## src/rtl/rr_arbiter.sv

```systemverilog
// rr_arbiter: round-robin grant of a shared 7-seg display among 8 requesters (RR_ARBITER_STRICT_PRIO_EN selects fixed priority)
module rr_arbiter #(
  parameter int HOLD_CYCLES = 4
) (
  input  logic       clk,
  input  logic       rst,
  input  logic       enable,
  input  logic [7:0] req,
  input  logic       done,
  output logic [7:0] grant,
  output logic [2:0] gidx,
  output logic       busy,
  output logic [6:0] seg
);
  typedef enum logic {IDLE, GRANT} state_t;
  localparam logic [7:0] LAST = 8'(HOLD_CYCLES - 1);
  state_t state, state_n;
  logic [7:0] ereq, others, grant_n, cnt, cnt_n;
  logic [2:0] gidx_n, win;
  logic waiting, rel, take;
  assign ereq = req & {8{enable}};
  assign others = ereq & ~grant;
`ifdef RR_ARBITER_STRICT_PRIO_EN
  assign waiting = |(others >> gidx);
  // highest requesting index wins
  always_comb begin
    win = 3'd0;
    for (int k = 0; k < 8; k++) if (ereq[k]) win = 3'(k);
  end
`else
  logic [2:0] ptr;
  assign waiting = |others;
  // first requester after ptr wins, wrapping 7 to 0; ptr itself is checked last
  always_comb begin
    win = ptr;
    for (int k = 8; k >= 1; k--) if (ereq[ptr + 3'(k)]) win = ptr + 3'(k);
  end
  // last granted index, the starting point of the next search
  always_ff @(posedge clk or posedge rst)
    if (rst) ptr <= 3'd7;
    else if (take) ptr <= win;
`endif
  // release detection, same-cycle re-arbitration and hold counting
  always_comb begin
    rel = state == GRANT && (done || !ereq[gidx] || (cnt == LAST && waiting));
    take = |ereq && (state == IDLE || rel);
    state_n = take ? GRANT : rel ? IDLE : state;
    grant_n = take ? 8'd1 << win : rel ? 8'd0 : grant;
    gidx_n = take ? win : gidx;
    cnt_n = take ? 8'd0 : (state == GRANT && cnt != LAST) ? cnt + 8'd1 : cnt;
  end
  // state register
  always_ff @(posedge clk or posedge rst)
    if (rst) begin
      state <= IDLE;
      grant <= 8'd0;
      gidx <= 3'd0;
      cnt <= 8'd0;
    end else begin
      state <= state_n;
      grant <= grant_n;
      gidx <= gidx_n;
      cnt <= cnt_n;
    end
  assign busy = |grant;
  // active-low {g,f,e,d,c,b,a} digit of the granted index, blank when idle
  always_comb begin
    case (gidx)
      3'd0: seg = 7'b1000000;
      3'd1: seg = 7'b1111001;
      3'd2: seg = 7'b0100100;
      3'd3: seg = 7'b0110000;
      3'd4: seg = 7'b0011001;
      3'd5: seg = 7'b0010010;
      3'd6: seg = 7'b0000010;
      default: seg = 7'b1111000;
    endcase
    if (!busy) seg = 7'b1111111;
  end
endmodule

```

## config.mk

```make
export PLATFORM = sky130hd
export DESIGN_NAME = rr_arbiter
export DESIGN_NICKNAME = d
export VERILOG_FILES = /design/src/rtl/rr_arbiter.sv
export SDC_FILE = /design/constraint.sdc
export NUM_CORES = 1
export LEC_CHECK = 0
export ABC_AREA = 1
export CAP_MARGIN = 10
export CORE_UTILIZATION = 40
export CTS_CLUSTER_DIAMETER = 50
export CTS_CLUSTER_SIZE = 10
export DETAILED_ROUTE_END_ITERATION = 7
export PLACE_DENSITY = 0.74
export SLEW_MARGIN = 40
export SYNTH_ARGS = -nofsm -noshare
export SYNTH_HDL_FRONTEND = slang
export SYNTH_SLANG_ARGS = --single-unit
```

## constraint.sdc

```tcl
create_clock -name clk -period 4.95 [get_ports clk]
set_clock_uncertainty 0.2 [all_clocks]
set_input_delay 0.99 -clock clk [delete_from_list [all_inputs] [get_ports clk]]
set_output_delay 0.99 -clock clk [all_outputs]
set_load 0.01 [all_outputs]
```

After elaboration in Yosys (flattened, before gate mapping)
Cells that the tools add are included.

Register bits: 23. Latch bits: 0. Memory bits (writable): 0. Memory bits (read-only): 0. Input port bits: 12. Output and inout bits: 19. Logic and storage cells: 79. Memories: 0.

Add/sub/neg operators: 8. Multipliers: 0. Div/mod/pow operators: 0. Order comparisons: 8. Equal/unequal tests: 8. Shifts and indexed selects: 1. Multiplexer cells: 31. Bitwise operators: 4. Reduce and logical (&&, ||, !) cells: 14.

Operator list (count): $pmux W7 S7 (1); $lt A3 B4 Y1 const B (8); $mux W8 (4); $bmux W1 S3 (8); $reduce_or A8 Y1 (3); $mux W3 (7); $and A8 B8 Y8 (2); $add A3 B3 Y3 const B (4); $mux W1 (10); $eq A3 B3 Y1 const B (3); $add A8 B1 Y8 const B (1); $eq A8 B2 Y1 const B (1); $ne A8 B2 Y1 const B (1); $not A8 Y8 (1); $shl A1 B3 Y8 const A (1); $mux W7 (1); $add A3 B2 Y3 const B (2); $eq A3 B2 Y1 const B (2); $logic_and A1 B1 Y1 (4); $reduce_bool A2 Y1 (2); $add A3 B1 Y3 const B (1); $eq A3 B1 Y1 const B (1); $logic_not A3 Y1 (1); $logic_or A1 B1 Y1 (3); 2 further kinds (2).

Depth between registers and ports, before layout
Gate-level depths: netlist (run 1).

Depth in word-level cells: 12. Gate-level depth with buffers: 21. Mapped depth without buffers: 19.

Least setup slack after synthesis (run 1)
Ideal clock, no wire load.

Kind: reg2reg. From: register ptr[0]. To: register grant[0]. Setup time: 117 ps. Arrival: 2236 ps. Required time: 4633 ps. Setup slack: 2398 ps. Cell stages (with the launch flop): 22. Clock period less this slack: 2552 ps. Cell sequence: dfstp_2 -> buf_6 -> inv_4 -> buf_6 -> ha_1 -> buf_4 -> inv_1 -> nand3_1 -> nand3_2 -> nand2_1 -> nand2_1 -> nand3_1 -> nand2_1 -> nand2_1 -> nand2_1 -> nand2_2 -> nand2_2 -> nand2_2 -> nand2_1 -> inv_1 -> nand2_1 -> nand2_1.

Cells in the longest elaborated chain, start to end: 12.

RTL lines: start, declared (RTL line 31) `logic [2:0] ptr;`; start signal, assigned (RTL line 41) `else if (take) ptr <= win;`; $add A3 B3 Y3 (RTL line 36) `for (int k = 8; k >= 1; k--) if (ereq[ptr + 3'(k)]) win = ptr + 3'(k);`; $bmux W1 S3 (RTL line 36); $mux W1 (implied by the code) (RTL line 36); $mux W3 (6 in series) (RTL line 36); $mux W3 * (RTL line 36); $shl A1 B3 Y8 * (RTL line 48) `grant_n = take ? 8'd1 << win : rel ? 8'd0 : grant;`; $mux W8 * (RTL line 48); end signal, assigned (RTL line 61) `grant <= grant_n;`; end, declared (RTL line 10) `output logic [7:0] grant,`.

Mark *: on every way between the ends. The rest lies on a longest branch, timed or not. The select of a mux whose other input is x is not followed. A chain may end at the register's enable or synchronous reset.

Worst setup path after layout (run 1)
From: input port enable. To: register grant[0].

Cells in the longest elaborated chain, start to end: 12.

RTL lines: start, declared (RTL line 7) `input logic enable,`; $and A8 B8 Y8 * (RTL line 21) `assign ereq = req & {8{enable}};`; $bmux W1 S3 (RTL line 36); $mux W1 (implied by the code) (RTL line 36); $mux W3 (7 in series) (RTL line 36); $shl A1 B3 Y8 (RTL line 48); $mux W8 (RTL line 48).

Marked as above.

==> results of run 1 <==
[routing by layer]
metal  global-route usage  vias up  part of all wire
met1                0.275      920              0.52
met3               0.0222        2             0.036
met4               0.0436        0            0.0029
met2                0.306       40              0.44
li1                     -     1007                 -
met5                    0        -                 0
[sequential cells by signal (all words and copies together) (netlist names)]
| register | flops |
|---|---|
| gidx | 3 |
| cnt | 8 |
| grant | 8 |
| state | 1 |
| ptr | 3 |
[critical path, stage by stage]
cell and delay [ps]:
clkdlybuf4s50_1 960, nand2_1 230, inv_1 130, nand2_1 70
nand3_1 120, nand3_2 100, nand2_1 90, nand2_1 60
nand3_1 80, nand2_1 50, nand2_1 50, nand2_1 60
nand2_2 90, nand2_2 50, nand2_2 90, nand2_1 70
inv_1 60, nand2_1 50, nand2_1 60
[logic make-up after synthesis]
logic type / count (synthesis) / synth area share
AND/OR/NAND/NOR: 171 / 0.422
buffers and inverters: 51 / 0.124
AO/OA/AOI/OAI: 41 / 0.126
flip-flops: 23 / 0.291
XOR/XNOR: 4 / 0.0176
adder cells (fa/ha/maj): 3 / 0.0189
[Yosys cell counts, types with 5 or more instances]
| library cell | n | area [µm²] |
|---|---|---|
| a21oi_1 | 7 | 35.0 |
| nand2_2 | 8 | 50.1 |
| nand3_1 | 42 | 210 |
| nand2_1 | 82 | 308 |
| inv_1 | 35 | 131 |
| buf_6 | 5 | 56.3 |
| nand3_2 | 8 | 80.1 |
| dfrtp_1 | 20 | 500 |
| o21ai_0 | 9 | 45.0 |
| nor2_1 | 11 | 41.3 |
| o21ai_1 | 13 | 65.1 |
[path summary, 6_finish.rpt]
path                             to    from  depth (start not counted)  slack, ps
min in group asynchronous    cnt[1]     rst                          2        850
min                          cnt[1]  cnt[1]                          2        370
max reg2reg                grant[2]  ptr[0]                         17       2150
min reg2reg                  cnt[1]  cnt[1]                          2        370
max in group asynchronous    ptr[1]     rst                          2       3360
max                        grant[0]  enable                         19       1460
[area by class of cell]
| type | count | share of cell area |
|---|---|---|
| Sequential cell | 23 | 0.248 |
| Inverter | 42 | 0.0697 |
| Multi-Input combinational cell | 219 | 0.498 |
| Tap cell | 67 | 0.0359 |
| Clock buffer | 3 | 0.0177 |
| Timing Repair Buffer | 30 | 0.129 |
| Clock inverter | 1 | 0.00214 |
[stage by stage]
stage / instances / utilization / cell area [µm²] / hold WS, ps
detailed placement: 381 / 0.481 / 2290 / 362
CTS: 385 / 0.491 / 2330 / 378
floorplan: 293 / - / 1990 / 316
global placement: 381 / 0.481 / 2290 / 346
global route: 385 / 0.491 / 2330 / 401
finish: 385 / 0.491 / 2330 / 375
[placed cells by master, fill, tap and decap left out, types with 2 or more instances in the layout]
cell / n
dfstp_2: 3
a21oi_1: 7
o21ai_0: 9
nor2_1: 11
nand3_1: 42
nor3_1: 3
inv_2: 5
o21ai_1: 13
nor4_1: 4
dfrtp_1: 20
ha_1: 3
nand3_2: 8
nand2_1: 82
o211ai_1: 3
nor2_2: 2
inv_1: 34
clkdlybuf4s50_1: 30
xor2_1: 2
nand4_1: 2
clkbuf_8: 3
nand2_4: 2
nand2_2: 8
inv_4: 2
o22ai_1: 4
and2_1: 3
xnor2_1: 2
==> metrics, run 1 <==
pre-CTS setup slack 1240 ps; clk slew on worst S/H paths 80 ps; unrepaired setup endpoints after global routing false; crit path DAT about 3500 ps; estimated wirelength of the detail-placed design about 3800 µm; cells after synthesis slightly below 300; Buffers on Ports 30; Die Y between 70 and 80 µm; Multi-input gate area between 0.001 and 0.0015 mm²; CTS buffer count 3; Gates resized, CTS repair 0; Setup TNS 0 ps; Starting Density 0.418; Max-slew headroom 0.491; largest net degree at the start of global routing 24; Final nets roughly 330; post-synthesis register bit count 23; Cell Rows 25; total grt overflow 0; diode count 0; initial antenna violation count 0; Worst Setup End Kind register; hold_buf cts 0; Async SR Flop Fraction 1.00; CTS tree done; fill count 493; first-pass GRT wire length 8020 µm; root cell of the clock tree clkbuf_8; min Tclk post-route 3490 ps; via/cell ratio 5.11; Finish-stage setup viols 0; Final period util 0.705; Startpoint Class input port; CTS Buffer Depth 2; fmax 287 MHz; Clock Sinks 23; Setup CP Type in -> reg; Final Wtd Congestion ~0.9; post-synth cell types 37; routed via count 1969; fraction of layout cells with a size suffix above 1 0.126; Final Hold Viols 0; Hold Crit Class reg -> reg; DRT antenna net count 0; final worst setup slack 1460 ps; Mapped Nets 308; IO Count 31; Sequential Area between 500 and 600 µm²; Slew Viols, Final 0; routed wire length per instance ~12 µm; Post-Route WL 4780 µm; YS warnings 0; Post-Synthesis Mean Instance Area 6.79 µm²; Most used DFF post-synth dfrtp_1; number of global-route vias before repair 1856; Critical Path Fanout Max 23; mapped cell area 0.00199 mm²; Seq/Total Area, Yosys 0.291; Post-synth EDFFs 0; WP data required roughly 5000 ps; total core area 0.00475 mm²; Die W between 70 and 80 µm; clock latency on the worst-skew pair 260 ps; All-Layer GR Usage 0.191; total die area 0.00526 mm²; outcome completed; maxcap violations 0; post-CTS setup buffers 0; detailed-router iteration count before antenna repair 5; initial DRC count between 100 and 150; drt drc 0; area grow syn2layout 17.4%; Worst Max-Slew Pin Slew 761 ps; htree depth 1
Power of run 1 is left out: the tool's default activity adds up to more than one toggle a clock period on the data nets, which glitch-free logic cannot reach.
==> inputs of run 2 (changes only) <==
- PLACE_DENSITY: 0.74 -> 0.77
- clock period: 4.95 -> 3 ns (I/O delays scaled with it)
==> metrics, run 2 (synthesis results as in run 1) <==
WP data required 2200 ps (-2750 ps); Cell Rows 25 (unchanged); Critical Path Fanout Max 8 (-65%); total core area 0.00475 mm² (unchanged); Worst path top cell family by delay buffers and inverters; Max-slew headroom 0.611 (+0.120); post-CTS setup buffers 0 (unchanged); via/cell ratio 5.11 (about the same); Die W 72.5 µm (unchanged); final worst setup slack 109 ps (-1350 ps); All-Layer GR Usage 0.203 (+0.0120); max incr delay on CP 570 ps (-390 ps); total grt overflow 0 (unchanged); Final Hold Viols 0 (unchanged); commonest non-fill, non-tap cell in the layout nand2_1; outcome completed; clk slew on worst S/H paths 80 ps (about the same); Slowest cell on crit path clkdlybuf4s50_1; most frequent cells in the layout 82 x nand2_1, 42 x nand3_1, 34 x inv_1, 30 x clkdlybuf4s50_1, 20 x dfrtp_1; Final period util 0.964; root cell of the clock tree clkbuf_8; total die area 0.00526 mm² (unchanged); IO Count 31 (unchanged); diode count 0 (unchanged); fmax between 300 and 400 MHz; Crit. Startpoint grant[7]; Gates resized, CTS repair 0 (unchanged); Final nets 337 (+0.90%); CTS buffer count 3 (unchanged); number of global-route vias before repair 1825 (-1.7%); Startpoint Class register; Post-Route WL 4900 µm (+2.3%); clock latency on the worst-skew pair 270 ps (about the same); WHS Path Cells 3 (+1); CTS tree done; Setup CP Type reg -> out; RR Startpoint ptr[1]; Finish-stage setup viols 0 (unchanged); detailed-router iteration count before antenna repair 4 (-1); DRT antenna net count 0 (unchanged); Final Wtd Congestion 0.901 (-1.7%); critical path depth 5 (-14); estimated wirelength of the detail-placed design 3900 µm (+1.8%); routed via count 1984 (+0.76%); routed wire length per instance 12.6 µm (+1.5%); initial antenna violation count 0 (unchanged); Worst Setup End Kind output pin; drt drc 0 (unchanged); maxcap violations 0 (unchanged); R2R depth 18 (+1); Die Y 72.5 µm (unchanged); crit path DAT 2090 ps (-1400 ps); Clock Sinks 23 (unchanged); pre-CTS setup slack 141 ps (-1090 ps); Buffers on Ports 30 (unchanged); Setup TNS 0 ps (unchanged); unrepaired setup endpoints after global routing false; cells along the critical path nor4_1 -> and2_1 -> clkinv_1 -> o211ai_1 -> clkdlybuf4s50_1; first-pass GRT wire length 8400 µm (+4.7%); Largest regs cnt x8, grant x8; Slew Viols, Final 0 (unchanged); initial DRC count 160 (+54%); hold_buf cts 0 (unchanged); Worst Max-Slew Pin Slew 579 ps (-182 ps); worst path bufs/invs 2 (-1); area grow syn2layout 19.2%; htree depth 1 (unchanged); largest net degree at the start of global routing 24 (unchanged); CTS Buffer Depth 2 (unchanged); min Tclk post-route slightly below 3000 ps; fraction of layout cells with a size suffix above 1 0.134 (+0.00817); Hold Crit Class reg -> reg; Starting Density 0.418 (unchanged); Worst Hold Launch cnt[7]
==> run 2: changes by cell type in the layout (fill, tap and decap cells not counted) <==
cell and delta:
buf_4 +2, buf_12 +1
==> run 2: layer usage <==
layer,routed length [µm],vias to the layer above,GRT usage
met5,0,-,0
met4,53,0,0.0610
met3,305,5,0.0194
met2,2160,58,0.321
met1,2380,902,0.293
li1,-,1019,-
==> run 2: worst paths after layout <==
kind | end | slack [ps]
worst max-delay path | seg[6] | 110
worst min-delay path | cnt[7] | 360
worst max register to register | grant[0] | 310
worst min register to register | cnt[7] | 360
max in group asynchronous | ptr[1] | 1820
min in group asynchronous | cnt[1] | 450
==> run 2: layout make-up <==
cell class	instances	area (µm²)
Clock buffer	3	41.3
Clock inverter	1	5.00
Fill cell	487	2380
Inverter	42	163
Multi-Input combinational cell	219	1160
Sequential cell	23	579
Tap cell	67	83.8
Timing Repair Buffer	33	335
==> run 2: worst min-delay path: stages (launching register included) <==
cell and delay [ps]:
dfrtp_1 370, xnor2_1 80, nand2_1 60, inv_1 30
==> run 2: stage by stage <==
stage	std cells	cell area, µm²	utilization	hold WS, ps
global route	388	2370	0.498	384
finish	388	2370	0.498	358
floorplan	293	1990	-	316
CTS	388	2370	0.498	368
global placement	384	2320	0.489	347
detailed placement	384	2320	0.489	356
Power of run 2 is left out for the same reason.
==> inputs of run 3 (changes only) <==
- REMOVE_ABC_BUFFERS: unset -> 1
==> metrics, run 3 (synthesis results as in run 1) <==
maxcap violations 0 (unchanged); Worst Setup End Kind output pin; clk slew on worst S/H paths 90 ps (about the same); area grow syn2layout 19.8%; drt drc 0 (unchanged); R2R Path End gidx[2]; Die Y 72.5 µm (unchanged); crit path DAT 2030 ps (-60 ps); CTS tree done; largest net degree at the start of global routing 24 (unchanged); post-CTS setup buffers 0 (unchanged); Critical Path Fanout Max 8 (unchanged); R2R depth 17 (-1); root cell of the clock tree clkbuf_8; Buffers on Ports 30 (unchanged); total die area 0.00526 mm² (unchanged); commonest non-fill, non-tap cell in the layout nand2_1; routed via count 2064 (+4.0%); total core area 0.00475 mm² (unchanged); WP data required 2200 ps (about the same); Startpoint Class register; Hold Crit Class reg -> reg; first-pass GRT wire length 8600 µm (+2.4%); All-Layer GR Usage 0.204 (+0.00141); most frequent cells in the layout 82 x nand2_1, 42 x nand3_1, 34 x inv_1, 30 x clkdlybuf4s50_1, 20 x dfrtp_1; Worst Max-Slew Pin Slew 586 ps (+7.19 ps); initial DRC count 154 (-3.8%); min Tclk post-route 2830 ps (-57.6 ps); IO Count 31 (unchanged); Final period util 0.944 (-0.0192); Final nets 338 (+0.30%); CTS Buffer Depth 2 (unchanged); Final Hold Viols 0 (unchanged); number of global-route vias before repair 1971 (+8.0%); Worst Hold Launch cnt[7]; Cell Rows 25 (unchanged); Clock Sinks 23 (unchanged); routed wire length per instance 12.9 µm (+2.0%); Starting Density 0.418 (unchanged); WHS Path Cells 3 (unchanged); Finish-stage setup viols 0 (unchanged); Hold Path End cnt[7]; clock latency on the worst-skew pair 270 ps (about the same); fill count 460 (-5.5%); Die W 72.5 µm (unchanged); CTS buffer count 3 (unchanged); DRT antenna net count 0 (unchanged); estimated wirelength of the detail-placed design 3890 µm (about the same); unrepaired setup endpoints after global routing false; Largest regs cnt x8, grant x8; initial antenna violation count 0 (unchanged); Reg2Reg Setup Slack 350 ps (+40 ps); total grt overflow 0 (unchanged); fraction of layout cells with a size suffix above 1 0.140 (+0.00580); Max-slew headroom 0.606 (-0.00483); detailed-router iteration count before antenna repair 5 (+1); via/cell ratio 5.31 (+3.8%); Setup CP Type reg -> out; Final Wtd Congestion 0.946 (+4.9%); htree depth 1 (unchanged); RR Startpoint ptr[1]; outcome completed; Setup TNS 0 ps (unchanged); Slew Viols, Final 0 (unchanged); fmax 353 MHz (+2.0%); diode count 0 (unchanged); Post-Route WL 5000 µm (+2.2%)
## run 3: what timing repair did
| action | CTS | global route |
|---|---|---|
| endpoints found under the setup margin | 0 | 1 |
| hold endpoints to repair | 0 | 0 |
| hold buffers | 0 | 0 |
| resized for setup | 0 | 1 |
## run 3: cell type report
type,instances,area (µm²),share of cell area
tap,67,83.8,0.0352
clock inverter,1,7.51,0.00315
clock buffer,3,41.3,0.0173
inverter,42,163,0.0683
multi-input combinational,219,1160,0.489
timing repair buffer,34,343,0.144
sequential,23,579,0.243
## run 3: metal layers
layer | global-route usage | vias to the layer above | routed length (µm)
li1 | - | 1022 | -
met1 | 0.272 | 958 | 2350
met2 | 0.336 | 72 | 2280
met3 | 0.0222 | 12 | 289
met4 | 0.0850 | 0 | 87
met5 | 0 | - | 0
## run 3: worst max path at each step
stage / from / to / slack, ps / cells after the start
after floorplan: ptr[0] / grant[0] / 570 / 18
after global placement: enable / grant[0] / 150 / 19
final: grant[0] / seg[6] / 170 / 5
after global routing: grant[0] / seg[5] / 20 / 5
after CTS: grant[7] / seg[6] / 160 / 5
after detailed placement: enable / grant[0] / 120 / 20
## run 3: metrics by stage
stage / instance area (µm²) / hold slack (ps) / worst slack, ps / utilization / cells
after detailed placement: 2330 / 341 / 118 / 0.490 / 385
after CTS: 2380 / 357 / 160 / 0.501 / 389
final: 2380 / 353 / 167 / 0.501 / 389
after global routing: 2380 / 413 / 18.7 / 0.501 / 389
after floorplan: 1900 / 316 / 572 / - / 284
after global placement: 2330 / 349 / 149 / 0.490 / 385
## run 3: critical path, stage by stage, from the launching register on
cell             delay (ps)
dfrtp_1                 460
nor4_1                  270
and2_1                  160
clkinv_1                170
o211ai_1                140
clkdlybuf4s50_1         570
Power of run 3 is left out for the same reason.
